[src/rtl/conv1_pkg.sv]
// Shared geometry, address widths and sequencer state encoding for the
// first convolution stage.
package conv1_pkg;

  localparam int unsigned IMG_W  = 8;
  localparam int unsigned K      = 3;
  localparam int unsigned OUT_W  = IMG_W - K + 1;
  localparam int unsigned N_FILT = 3;
  localparam int unsigned N_POS  = OUT_W * OUT_W;

  localparam int unsigned RD_AW = 6;
  localparam int unsigned WR_AW = 8;

  typedef enum logic [2:0] {
    S_IDLE,
    S_LOAD,
    S_DRAIN,
    S_CONV,
    S_FLUSH,
    S_DONE
  } seq_state_t;

endpackage

[src/rtl/conv1_window_counter.sv]
// Window origin / filter counters: column inner, row middle, filter outer.
// pos is the linear output position row*SIDE+col within one filter bank.
module conv1_window_counter
  import conv1_pkg::*;
#(
  parameter int unsigned SIDE  = OUT_W,
  parameter int unsigned NFILT = N_FILT,
  parameter int unsigned NPOS  = N_POS
) (
  input  logic       clk_i,
  input  logic       reset_i,
  input  logic       en_i,
  output logic [2:0] row_o,
  output logic [2:0] col_o,
  output logic [1:0] filt_o,
  output logic [5:0] pos_o,
  output logic       last_o
);

  logic [2:0] row_q, row_d;
  logic [2:0] col_q, col_d;
  logic [1:0] filt_q, filt_d;
  logic       col_wrap, row_wrap, filt_wrap;

  always_comb begin
    col_wrap  = (col_q == 3'(SIDE - 1));
    row_wrap  = (row_q == 3'(SIDE - 1));
    filt_wrap = (filt_q == 2'(NFILT - 1));
    col_d     = col_q;
    row_d     = row_q;
    filt_d    = filt_q;
    if (en_i) begin
      col_d = col_wrap ? '0 : col_q + 3'd1;
      if (col_wrap) begin
        row_d = row_wrap ? '0 : row_q + 3'd1;
        if (row_wrap) begin
          filt_d = filt_wrap ? '0 : filt_q + 2'd1;
        end
      end
    end
  end

  always_ff @(posedge clk_i) begin
    if (reset_i) begin
      row_q  <= '0;
      col_q  <= '0;
      filt_q <= '0;
    end else begin
      row_q  <= row_d;
      col_q  <= col_d;
      filt_q <= filt_d;
    end
  end

  assign row_o  = row_q;
  assign col_o  = col_q;
  assign filt_o = filt_q;
  assign pos_o  = 6'(row_q) * 6'(SIDE) + 6'(col_q);
  assign last_o = filt_wrap && (pos_o == 6'(NPOS - 1));

endmodule

[src/rtl/conv1_sequencer.sv]
// Conv stage 1 control: loads the input tensor from BRAM A, then issues every
// 3x3 window for each filter and drives the delayed BRAM B write.
module conv1_sequencer
  import conv1_pkg::*;
#(
  parameter int unsigned IMG_W  = conv1_pkg::IMG_W,
  parameter int unsigned K      = conv1_pkg::K,
  parameter int unsigned N_FILT = conv1_pkg::N_FILT
) (
  input  logic             clk,
  input  logic             reset,
  input  logic             start,
  input  logic             stall,
  output logic             rd_en,
  output logic [RD_AW-1:0] rd_addr,
  output logic             ld_we,
  output logic [RD_AW-1:0] ld_addr,
  output logic [2:0]       win_row,
  output logic [2:0]       win_col,
  output logic [1:0]       filt_sel,
  output logic             wr_en,
  output logic [WR_AW-1:0] wr_addr,
  output logic             busy,
  output logic             done
);

  localparam int unsigned SIDE = IMG_W - K + 1;

  seq_state_t       state_q, state_d;
  logic [RD_AW-1:0] rd_q, rd_d;
  logic             ld_we_q;
  logic [RD_AW-1:0] ld_addr_q;
  logic             pend_q, pend_d;
  logic [WR_AW-1:0] wr_addr_q, wr_addr_d;
  logic             issue, last;
  logic [5:0]       pos;

  assign issue = (state_q == S_CONV) && !stall;

  conv1_window_counter #(
    .SIDE  (SIDE),
    .NFILT (N_FILT),
    .NPOS  (SIDE * SIDE)
  ) u_win (
    .clk_i   (clk),
    .reset_i (reset),
    .en_i    (issue),
    .row_o   (win_row),
    .col_o   (win_col),
    .filt_o  (filt_sel),
    .pos_o   (pos),
    .last_o  (last)
  );

  always_comb begin
    state_d = state_q;
    rd_d    = rd_q;
    unique case (state_q)
      S_IDLE:  if (start) state_d = S_LOAD;
      S_LOAD: begin
        rd_d = rd_q + 1'b1;
        if (rd_q == RD_AW'(IMG_W * IMG_W - 1)) state_d = S_DRAIN;
      end
      S_DRAIN: state_d = S_CONV;
      S_CONV:  if (issue && last) state_d = S_FLUSH;
      S_FLUSH: if (!stall) state_d = S_DONE;
      S_DONE:  state_d = S_IDLE;
      default: state_d = S_IDLE;
    endcase
  end

  // A stalled write stays parked in the pending register until stall drops.
  always_comb begin
    pend_d    = pend_q;
    wr_addr_d = wr_addr_q;
    if (!stall) begin
      pend_d    = (state_q == S_CONV);
      wr_addr_d = {filt_sel, pos};
    end
  end

  always_ff @(posedge clk) begin
    if (reset) begin
      state_q   <= S_IDLE;
      rd_q      <= '0;
      ld_we_q   <= 1'b0;
      ld_addr_q <= '0;
      pend_q    <= 1'b0;
      wr_addr_q <= '0;
    end else begin
      state_q   <= state_d;
      rd_q      <= rd_d;
      ld_we_q   <= rd_en;
      ld_addr_q <= rd_addr;
      pend_q    <= pend_d;
      wr_addr_q <= wr_addr_d;
    end
  end

  assign rd_en   = (state_q == S_LOAD);
  assign rd_addr = rd_q;
  assign ld_we   = ld_we_q;
  assign ld_addr = ld_addr_q;
  assign wr_en   = pend_q && !stall;
  assign wr_addr = wr_addr_q;
  assign busy    = (state_q == S_LOAD) || (state_q == S_DRAIN) ||
                   (state_q == S_CONV) || (state_q == S_FLUSH);
  assign done    = (state_q == S_DONE);

endmodule

[config.mk]
export PLATFORM = sky130hd
export DESIGN_NAME = conv1_sequencer
export DESIGN_NICKNAME = d
export VERILOG_FILES = /design/src/rtl/conv1_pkg.sv /design/src/rtl/conv1_window_counter.sv /design/src/rtl/conv1_sequencer.sv
export SDC_FILE = /design/constraint.sdc
export NUM_CORES = 1
export LEC_CHECK = 0
export ABC_AREA = 1
export CAP_MARGIN = 20
export CORE_AREA = 4 4 65 67
export CTS_CLUSTER_SIZE = 40
export DETAILED_ROUTE_END_ITERATION = 10
export DIE_AREA = 0 0 69 71
export GPL_TIMING_DRIVEN = 0
export PLACE_DENSITY_LB_ADDON = 0.08
export SLEW_MARGIN = 25
export SYNTH_ARGS = -nofsm -noshare
export SYNTH_HDL_FRONTEND = slang
export SYNTH_SLANG_ARGS = --single-unit
[constraint.sdc]
create_clock -name clk -period 2 [get_ports clk]
set_input_delay 0.2 -clock clk [delete_from_list [all_inputs] [get_ports clk]]
set_output_delay 0.2 -clock clk [all_outputs]
set_load 0.1 [all_outputs]
==> impl_results.md <==
- Cells taking the most area after synthesis: sky130_fd_sc_hd__dfxtp_1 43%, sky130_fd_sc_hd__nand2_1 8.0%, sky130_fd_sc_hd__inv_1 7.0%
- Root buffer selected by CTS: sky130_fd_sc_hd__clkbuf_8
- Number of buffers inserted by hold repair at cts: 0
- Number of filler cells placed in the layout: 362
- Post-synthesis average cell area: 7.54 µm²
- Initial Utilization: 42.6%
- Crit path arrival time: 2.17 ns
- Fraction of final layout cells with drive strength greater than 1: around 20%
- Maximum vdd drop: approximately 0.83 mV
- Synthesized instance count: 205
- Number of iterations in the first detailed-routing pass: 4
- Post-synth top area share: 42.7%
- WHS Path Cells: 3
- GRT Util Overall: roughly 14%
- Wire length per cell: between 10 and 15 µm
- Post-layout minimum cycle time: 1.98 ns
- Share of flip-flops with an asynchronous set or reset: 0%
- Port bufs: 34
- Worst Setup End Kind: flop
- Area growth syn-to-layout: 39.8%
- Max Root-Sink Buffers: 2
- Global-route wire length before repair: around 5800 µm
- Unique cell type count in the Yosys netlist: 30
- Hold path start: stall
- Required time of the critical path: 2.18 ns
- Tightest Pin Transition: 0.975 ns
- Count of pins on the block boundary: 37
- Power density cells: ~1100 nW/µm²
- Total via count after detailed routing: 1388
- Maximum number of pins on one net before global-route repair: 13
- Number of global-route vias before repair: 1343
- Final nets: 262
- Reg clk slew, reported paths: 0.07 ns
- Vias per inst: 4.66
- Area of combinational cells with multiple inputs: around 800 µm²
- Total clock sinks: 33
- Critical Path Fanout Max: 4
- Highest Clock Rate: 0.504 GHz
- Post-Route Setup TNS: 0 ns
- Die outline height: 71 µm
- Setup repair after global routing missed its margin: true
- RePlAce Congestion: 0.788
- H-tree levels: 2
- Detailed Route WL: between 3000 and 4000 µm
- Final count of pins violating max slew: 0
- Reg2Reg Capture Point: state_q[1]
- Final period util: 99.2%
- Seq/Total Area, Yosys: 42.7%
- Ant diodes: 0
- Routed met1 length: 1630 µm
- Startpoint type of the worst setup path: flop
- Placeable Area: 3630 µm²
- Full die area: approximately 5000 µm²
- Post-DRT Antenna Nets: 0
- Insertion delay of the later-clocked pin in the worst-skew pair: approximately 0.28 ns
- Class of the most critical setup path: flop to flop
- Residual DRC: 0
- Cell type contributing the most total cell area after synthesis: sky130_fd_sc_hd__dfxtp_1
- Cell area after synthesis: roughly 1500 µm²
- CTS tree: yes
- Total instance count after detailed placement: 287
- Min-Delay Endpoint: wr_addr[4]
- Setup slack on the worst flop-to-flop path: 0.02 ns
- Most instantiated flip-flop cell in the synthesis netlist: sky130_fd_sc_hd__dfxtp_1
- Static Leakage: approximately 1.0 nW
- Synthesized netlist net count: 218
- Count of yosys warnings during synthesis: 0
- Outcome: finished clean
- Detailed Route Iter0 Violations: 62
- Type of the tightest min-delay check: input port to flop
- Met3 WL: 135 µm
- X dimension of the die: 69 µm
- Number of buffers created by CTS: 5
- Global route total overflow: 0
- Headroom to the max-slew limit: 34.8%
- Final-report hold violation count: 0
- Final non-filler cell total: 298
- Uppermost layer routed: met4
- Max Cap Viol: 0
- Total of flip-flops plus latches after synthesis: 33
- Sequential cell area in the final layout: 674 µm²
- Initial antenna violation count: 0
- Detailed Place HPWL: 2560 µm
- EDFF count, synth: 0
- Top post-synthesis cells by count: 33 x sky130_fd_sc_hd__dfxtp_1, 33 x sky130_fd_sc_hd__nand2_1, 29 x sky130_fd_sc_hd__inv_1
- Post-route clock skew: 0.00647 ns
- Detail Route met2 WL: 1590 µm
- Overall power: 2.31 mW
- Row count: 22
- Origin of the critical flop-to-flop path: u_win.row_o[0]
- Total setup violations reported at the end of the flow: 0
- Worst Reg-to-Reg Cells: 13
-- what timing repair did --
item | CTS | global route
setup buffers | 1 | 2
pin swaps | 8 | 8
gates resized for setup | 25 | 21
setup endpoints to repair | 19 | 10
-- stage by stage --
step                      utilization [%]  instance area (µm²)  setup WS (ns)  hold WS, ns
after CTS                            58.1                 2110        -0.0643        0.174
after global routing                 59.5                 2160         -0.105        0.187
after global placement               54.6                 1980         -0.249        0.452
final                                59.5                 2160         0.0170        0.183
after detailed placement             54.6                 1980         -0.251        0.456
after floorplan                         -                 1580         -0.118        0.438
-- area by class of cell --
class                      instances  share of cell area [%]
multi-input combinational        131                    36.3
clock buffer                       5                    3.18
inverter                          35                    6.48
buffer                             6                    1.56
sequential                        33                    31.2
timing repair buffer              37                    16.4
clock inverter                     3                    2.14
tap                               48                    2.78
-- critical path: stages (launching register included) --
cell                      delay [ns]
sky130_fd_sc_hd__dfxtp_4        0.37
sky130_fd_sc_hd__ha_4           0.17
sky130_fd_sc_hd__fa_2           0.58
sky130_fd_sc_hd__nand2_2        0.08
sky130_fd_sc_hd__inv_4          0.06
sky130_fd_sc_hd__nand3_2        0.05
sky130_fd_sc_hd__nand2_2        0.06
sky130_fd_sc_hd__nand2_2        0.06
sky130_fd_sc_hd__nor2_2         0.08
sky130_fd_sc_hd__nand2_1        0.07
sky130_fd_sc_hd__nand2_2        0.11
sky130_fd_sc_hd__o31ai_1        0.08
sky130_fd_sc_hd__nand2_1        0.06
sky130_fd_sc_hd__inv_1          0.04
-- worst max path at each step --
stage                    from    endpoint  cells past startpoint
2_1_floorplan  u_win.row_o[1]  state_q[2]                     12
3_3_place_gp       state_q[2]        busy                      6
3_5_place_dp       state_q[2]        busy                      6
4_1_cts        u_win.row_o[0]  state_q[1]                     13
5_1_grt        u_win.row_o[1]  state_q[1]                     13
6_report       u_win.row_o[0]  state_q[1]                     13
-- cells by family (layout without fill, tap and decap cells) --
| group | count (synthesis) | count (layout) | share of synthesized area [%] |
|---|---|---|---|
| XOR/XNOR | 1 | 1 | 0.566 |
| adder cells (fa/ha/maj) | 9 | 9 | 8.25 |
| buffers and inverters | 41 | 86 | 10.8 |
| AO/OA/AOI/OAI | 39 | 39 | 14.2 |
| flip-flops | 33 | 33 | 42.7 |
| AND/OR/NAND/NOR | 82 | 82 | 23.5 |
-- layout by cell type, fill, tap and decap left out, types with 5 or more instances in the layout --
cell                              netlist  layout
sky130_fd_sc_hd__dfxtp_1               33      28
sky130_fd_sc_hd__nand2_2                2       7
sky130_fd_sc_hd__clkbuf_8               0       5
sky130_fd_sc_hd__dlygate4sd2_1          0      13
sky130_fd_sc_hd__inv_2                  4       5
sky130_fd_sc_hd__nor2_1                28      27
sky130_fd_sc_hd__nand3_2                2       5
sky130_fd_sc_hd__nand2_1               33      28
sky130_fd_sc_hd__clkdlybuf4s50_1        0      13
sky130_fd_sc_hd__ha_1                   7       5
sky130_fd_sc_hd__inv_1                 29      26
sky130_fd_sc_hd__nor3_1                 6       5
sky130_fd_sc_hd__a21oi_1               18      18
sky130_fd_sc_hd__dlymetal6s2s_1         0       5
sky130_fd_sc_hd__o21ai_0               12      12
-- registers in the layout (all words and copies together) (netlist names) --
| name | count |
|---|---|
| wr_addr | 8 |
| ld_addr | 6 |
| rd_addr | 6 |
| state_q | 3 |
| u_win.col_o | 3 |
| u_win.row_o | 3 |
| u_win.filt_o | 2 |
| ld_we | 1 |
| pend_q | 1 |
-- metal layers --
| metal | track usage [%] | vias up |
|---|---|---|
| met5 | 0 | - |
| met4 | 6.51 | 0 |
| met3 | 3.84 | 4 |
| met2 | 23.5 | 24 |
| met1 | 18.0 | 619 |
| li1 | - | 741 |
-- where the power goes --
group | internal (mW) | switching, mW
registers | 0.717 | 0.0479
clock network | 0.373 | 0.256
logic | 0.180 | 0.741
total | 1.27 | 1.04
Power figures use the tool's default switching activity.
==> RTL change 1 (config.mk and constraints unchanged) <==
Change the package constant `RD_AW` from 6 to 5.
--- a/src/rtl/conv1_pkg.sv
+++ b/src/rtl/conv1_pkg.sv
@@ -8,7 +8,7 @@
   localparam int unsigned N_FILT = 3;
   localparam int unsigned N_POS  = OUT_W * OUT_W;
 
-  localparam int unsigned RD_AW = 6;
+  localparam int unsigned RD_AW = 5;
   localparam int unsigned WR_AW = 8;
 
   typedef enum logic [2:0] {
Ports: changed (resized ld_addr and rd_addr); port bits go from 37 to 35. The function was not compared with the original's and may differ.
==> RTL change 1 against the unedited design <==
The run now ends with negative setup slack left; worst setup slack worse by 42 ps; clock skew decreased by 3.9 ps; global-route usage about the same; routed wire length fell by 2.7%; count of clock-buffer cells in the layout increased by 3; synthesized area shrank 1.9%; sequential cell count decreased by 2; core utilization fell by 1.6 points; total power increased by 12%; synthesized cell count unchanged; final area shrank 2.7%; critical endpoint is now state_q[0].
==> RTL change 1: results (changes against the unedited design) <==
metric,value,unit,change
finClkSkew,2.56,ps,was 6.47 ps
met2_usage,22.1,%,was 23.5%
slowest_delay,470,ps,was 580 ps
vias_per_cell,4.66,,about the same
synth_commonest_cells,"nand2_1 (40), inv_1 (37), dfxtp_1 (31)",,"was dfxtp_1 (33), nand2_1 (33), inv_1 (29)"
timing.setup.tns,-34.7,ps,was 0 ps
nets,264,,was 262
grt_max_degree,11,,was 13
power.leakage,1.05,nW,was 1.04 nW
drive_gt1_share,15.5,%,was 20.4%
hold_class,flip-flop to flip-flop,,was input port to flip-flop
gp_congestion,0.819,,was 0.788
power.ir.vdd_worst,864,uV,was 834 uV
grt_util_met3,5.54,%,was 3.84%
ys_seq_area_share,40.9,%,was 42.7%
use_met1,19.6,%,was 18.0%
setup_viol,2,,was 0
drtPass1Iterations,4,,unchanged
status,"complete, but fails checks",,was completed
cp.arrival,2200,ps,was 2170 ps
critPathSlowestCell,fa_1,,was fa_2
first_iter_violations,43,,was 62
synth_cell_types,29,,was 30
violations,negative setup slack,,
synthesis.nets,219,,was 218
post_drt_wl_per_cell,11.1,microns,was 11.4 microns
hpwlAfterDp,2520,microns,was 2560 microns
grt_pass1_wl,5840,microns,was 5770 microns
nFillCells,355,,was 362
synth.area.top_cells,"dfxtp_1 (41%), nand2_1 (9.9%), inv_1 (9.2%)",,"was dfxtp_1 (43%), nand2_1 (8.0%), inv_1 (7.0%)"
grt_pass1_vias,1315,,"was 1,343"
cts_max_level,2,,unchanged
fin_ws,-24.7,ps,was 17.0 ps
path_max_fanout,5,,was 4
tightest_slew,984,ps,was 975 ps
cts-root-buf,clkbuf_8,,unchanged
track_usage,14.5,%,about the same
[RTL change 1: cell count changes after synthesis, moves of 3 or more]
cell and delta:
a21oi_1 -4, inv_1 +8, inv_2 -3, nand2_1 +7
nand3_1 +7, nor2_1 -6
[RTL change 1: final cells by class]
cell class                      count  area [sq um]  area share [%]
Inverter                           38           148            7.02
Buffer                              4          20.0           0.951
Clock buffer                        8           100            4.76
Sequential cell                    31           637            30.3
Multi-Input combinational cell    132           773            36.7
Timing Repair Buffer               38           367            17.4
Tap cell                           48          60.1            2.85
[RTL change 1: kinds of logic after synthesis]
kind of cell             Yosys count  share of synthesized area [%]
AND/OR/NAND/NOR                   89                           26.8
buffers and inverters             42                           10.7
AO/OA/AOI/OAI                     33                           12.4
flip-flops                        31                           40.9
adder cells (fa/ha/maj)           10                           9.23
[RTL change 1: repair_timing]
action | in CTS | in global routing
endpoints found under the setup margin | 14 | 10
endpoints found under the hold margin | 0 | 0
setup buffers | 2 | 2
gates resized for setup | 22 | 12
pin swaps | 1 | 2
[RTL change 1: report_power, final]
| group | leakage (nW) | internal (mW) | switching [mW] |
|---|---|---|---|
| logic | 0.738 | 0.272 | 0.986 |
| clock network | 0.0515 | 0.314 | 0.216 |
| registers | 0.257 | 0.707 | 0.0908 |
[RTL change 1: per-stage QoR]
| stage | total power, mW | utilization (%) | cell area [sq um] | instances | setup slack [ps] |
|---|---|---|---|---|---|
| finish | 2.59 | 57.9 | 2100 | 299 | -24.7 |
| global route | 2.72 | 57.9 | 2100 | 299 | -144 |
| CTS | 2.62 | 57.3 | 2080 | 297 | -3.44 |
| detailed placement | 2.09 | 53.8 | 1950 | 287 | -264 |
| global placement | 2.09 | 53.8 | 1950 | 287 | -272 |
| floorplan | 1.82 | - | 1550 | 205 | -72.3 |
[RTL change 1: critical path, delay by kind of cell (launching register included)]
family | cells | cell delay [ps]
adders and majority gates | 2 | 740
buffers and inverters | 4 | 170
DFF | 1 | 390
and+or+nand+nor | 8 | 640
[RTL change 1: layer usage]
| metal | part of all wire (%) | wire length [microns] |
|---|---|---|
| met2 | 44 | 1450 |
| met4 | 0.30 | 10 |
| met5 | 0 | 0 |
| met1 | 50 | 1660 |
| met3 | 5.4 | 177 |
[RTL change 1: final timing paths]
check             slack, ps      startpoint         end  depth (start not counted)
setup / recovery        -20  u_win.row_o[1]  state_q[0]                         14
hold / removal          460      rd_addr[3]  rd_addr[3]                          1
setup reg to reg        -20  u_win.row_o[1]  state_q[0]                         14
hold reg to reg         460      rd_addr[3]  rd_addr[3]                          1
==> RTL change 2 (same flow settings) <==
Without the edit above. Encoding of `seq_state_t`: now one-hot (6 bits for 6 states).
--- a/src/rtl/conv1_pkg.sv
+++ b/src/rtl/conv1_pkg.sv
@@ -11,13 +11,13 @@
   localparam int unsigned RD_AW = 6;
   localparam int unsigned WR_AW = 8;
 
-  typedef enum logic [2:0] {
-    S_IDLE,
-    S_LOAD,
-    S_DRAIN,
-    S_CONV,
-    S_FLUSH,
-    S_DONE
+  typedef enum logic [5:0] {
+    S_IDLE  = 6'b000001,
+    S_LOAD  = 6'b000010,
+    S_DRAIN = 6'b000100,
+    S_CONV  = 6'b001000,
+    S_FLUSH = 6'b010000,
+    S_DONE  = 6'b100000
   } seq_state_t;
 
 endpackage
Behaviour: no difference found for any inputs over 10 cycles, from zero or initial values and one cycle with reset high; not proved beyond that.
==> RTL change 2 against the unedited design <==
The flow now finishes with violations (negative setup slack); critical endpoint is now state_q[5]; maximum frequency decreased by 1.7%; critical path type unchanged; via count increased by 12%; sequential power increased by 3.5%; clock power shrank 9.4%; count of clock-buffer cells in the layout is 2 higher; final area rose by 8.4%; non-clock buffer count unchanged; total power down 18%; sequential share of layout area rose by 0.20 points; synthesized area is 13% higher; routed wire length grew 13%; worst setup slack worse by 35 ps; sequential cell count grew 3.
==> RTL change 2: results (changes against the unedited design) <==
metric,value,unit,change
gp_congestion,0.843,,was 0.788
nFillCells,350,,was 362
drive_gt1_share,16.7,%,was 20.4%
first_iter_violations,116,,was 62
ys_seq_area_share,41.3,%,was 42.7%
synth.area.top_cells,"dfxtp_1 (41%), nand2_1 (9.2%), inv_1 (8.8%)",,"was dfxtp_1 (43%), nand2_1 (8.0%), inv_1 (7.0%)"
power.ir.vdd_worst,708,uV,was 834 uV
critPathSlowestCell,fa_1,,was fa_2
power.leakage,1.14,nW,was 1.04 nW
nets,293,,was 262
status,"complete, but fails checks",,was completed
grt_pass1_vias,1481,,"was 1,343"
slew_headroom,34.9,%,was 34.8%
cp.arrival,2220,ps,was 2170 ps
synthesis.nets,247,,was 218
ys.flop_type,dfxtp_1,,unchanged
track_usage,16.7,%,was 14.5%
slowest_delay,440,ps,was 580 ps
io_buffers,36,,was 34
finClkSkew,8.81,ps,was 6.47 ps
post_drt_wl_per_cell,11.6,microns,was 11.4 microns
violations,negative setup slack,,
via_count,1552,,"was 1,388"
setup_viol,1,,was 0
grt_max_degree,12,,was 13
fin_ws,-17.5,ps,was 17.0 ps
cts_buffer_depth,2,,unchanged
grt_pass1_wl,6720,microns,was 5770 microns
hold_class,flip-flop to flip-flop,,was input port to flip-flop
synth_commonest_cells,"nand2_1 (43), inv_1 (41), dfxtp_1 (36)",,"was dfxtp_1 (33), nand2_1 (33), inv_1 (29)"
-- RTL change 2: path summary, 6_finish.rpt --
check | from | end | slack [ps] | cells past startpoint
min | wr_addr[0] | wr_addr[0] | 460 | 2
max | u_win.row_o[1] | state_q[5] | -20 | 13
min reg2reg | wr_addr[0] | wr_addr[0] | 460 | 2
max reg2reg | u_win.row_o[1] | state_q[5] | -20 | 13
-- RTL change 2: repair_timing --
action	CTS	global route
setup buffers	1	2
setup endpoints to repair	19	13
hold endpoints to repair	0	0
pin swaps	5	4
hold buffers	0	0
gates resized for setup	28	15
-- RTL change 2: layout make-up --
type	count	area, sq um	share of cell area, %
Buffer	4	26.3	1.12
Timing Repair Buffer	39	370	15.8
Clock inverter	1	5.00	0.214
Tap cell	48	60.1	2.56
Clock buffer	7	97.6	4.16
Sequential cell	36	736	31.4
Inverter	43	166	7.10
Multi-Input combinational cell	151	882	37.6
-- RTL change 2: through the flow --
stage	std cells	hold WS, ps	setup WS [ps]	TNS (ps)
2_1_floorplan	234	284	-367	-1520
3_3_place_gp	318	444	-385	-1150
3_5_place_dp	318	451	-392	-1170
4_1_cts	327	461	-0.531	-0.531
5_1_grt	329	482	-159	-585
6_report	329	457	-17.5	-17.5
-- RTL change 2: power breakdown --
group | switching, mW | total [mW] | internal, mW
Combinational | 0.405 | 0.531 | 0.126
Clock | 0.250 | 0.569 | 0.320
Sequential | 0.0356 | 0.791 | 0.756
-- RTL change 2: cells by family after synthesis --
logic type	after synthesis	share of synthesized area (%)
AOI/OAI and AO/OA	36	11.5
adders and majority gates	9	7.31
buffers and inverters	47	10.7
DFF	36	41.3
and+or+nand+nor	106	29.2
-- RTL change 2: tightest hold or removal path: stages, from the launching register on --
cell	delay, ps
dfxtp_1	310
nand2_1	50
a21oi_1	50
-- RTL change 2: metal layers --
metal  vias to the layer above  routed length [microns]  track usage (%)
met3                         2                      158             5.26
met2                        32                     1640             25.7
li1                        834                        -                -
met4                         0                       27             4.56
met5                         -                        0                0
met1                       684                     2010             22.6
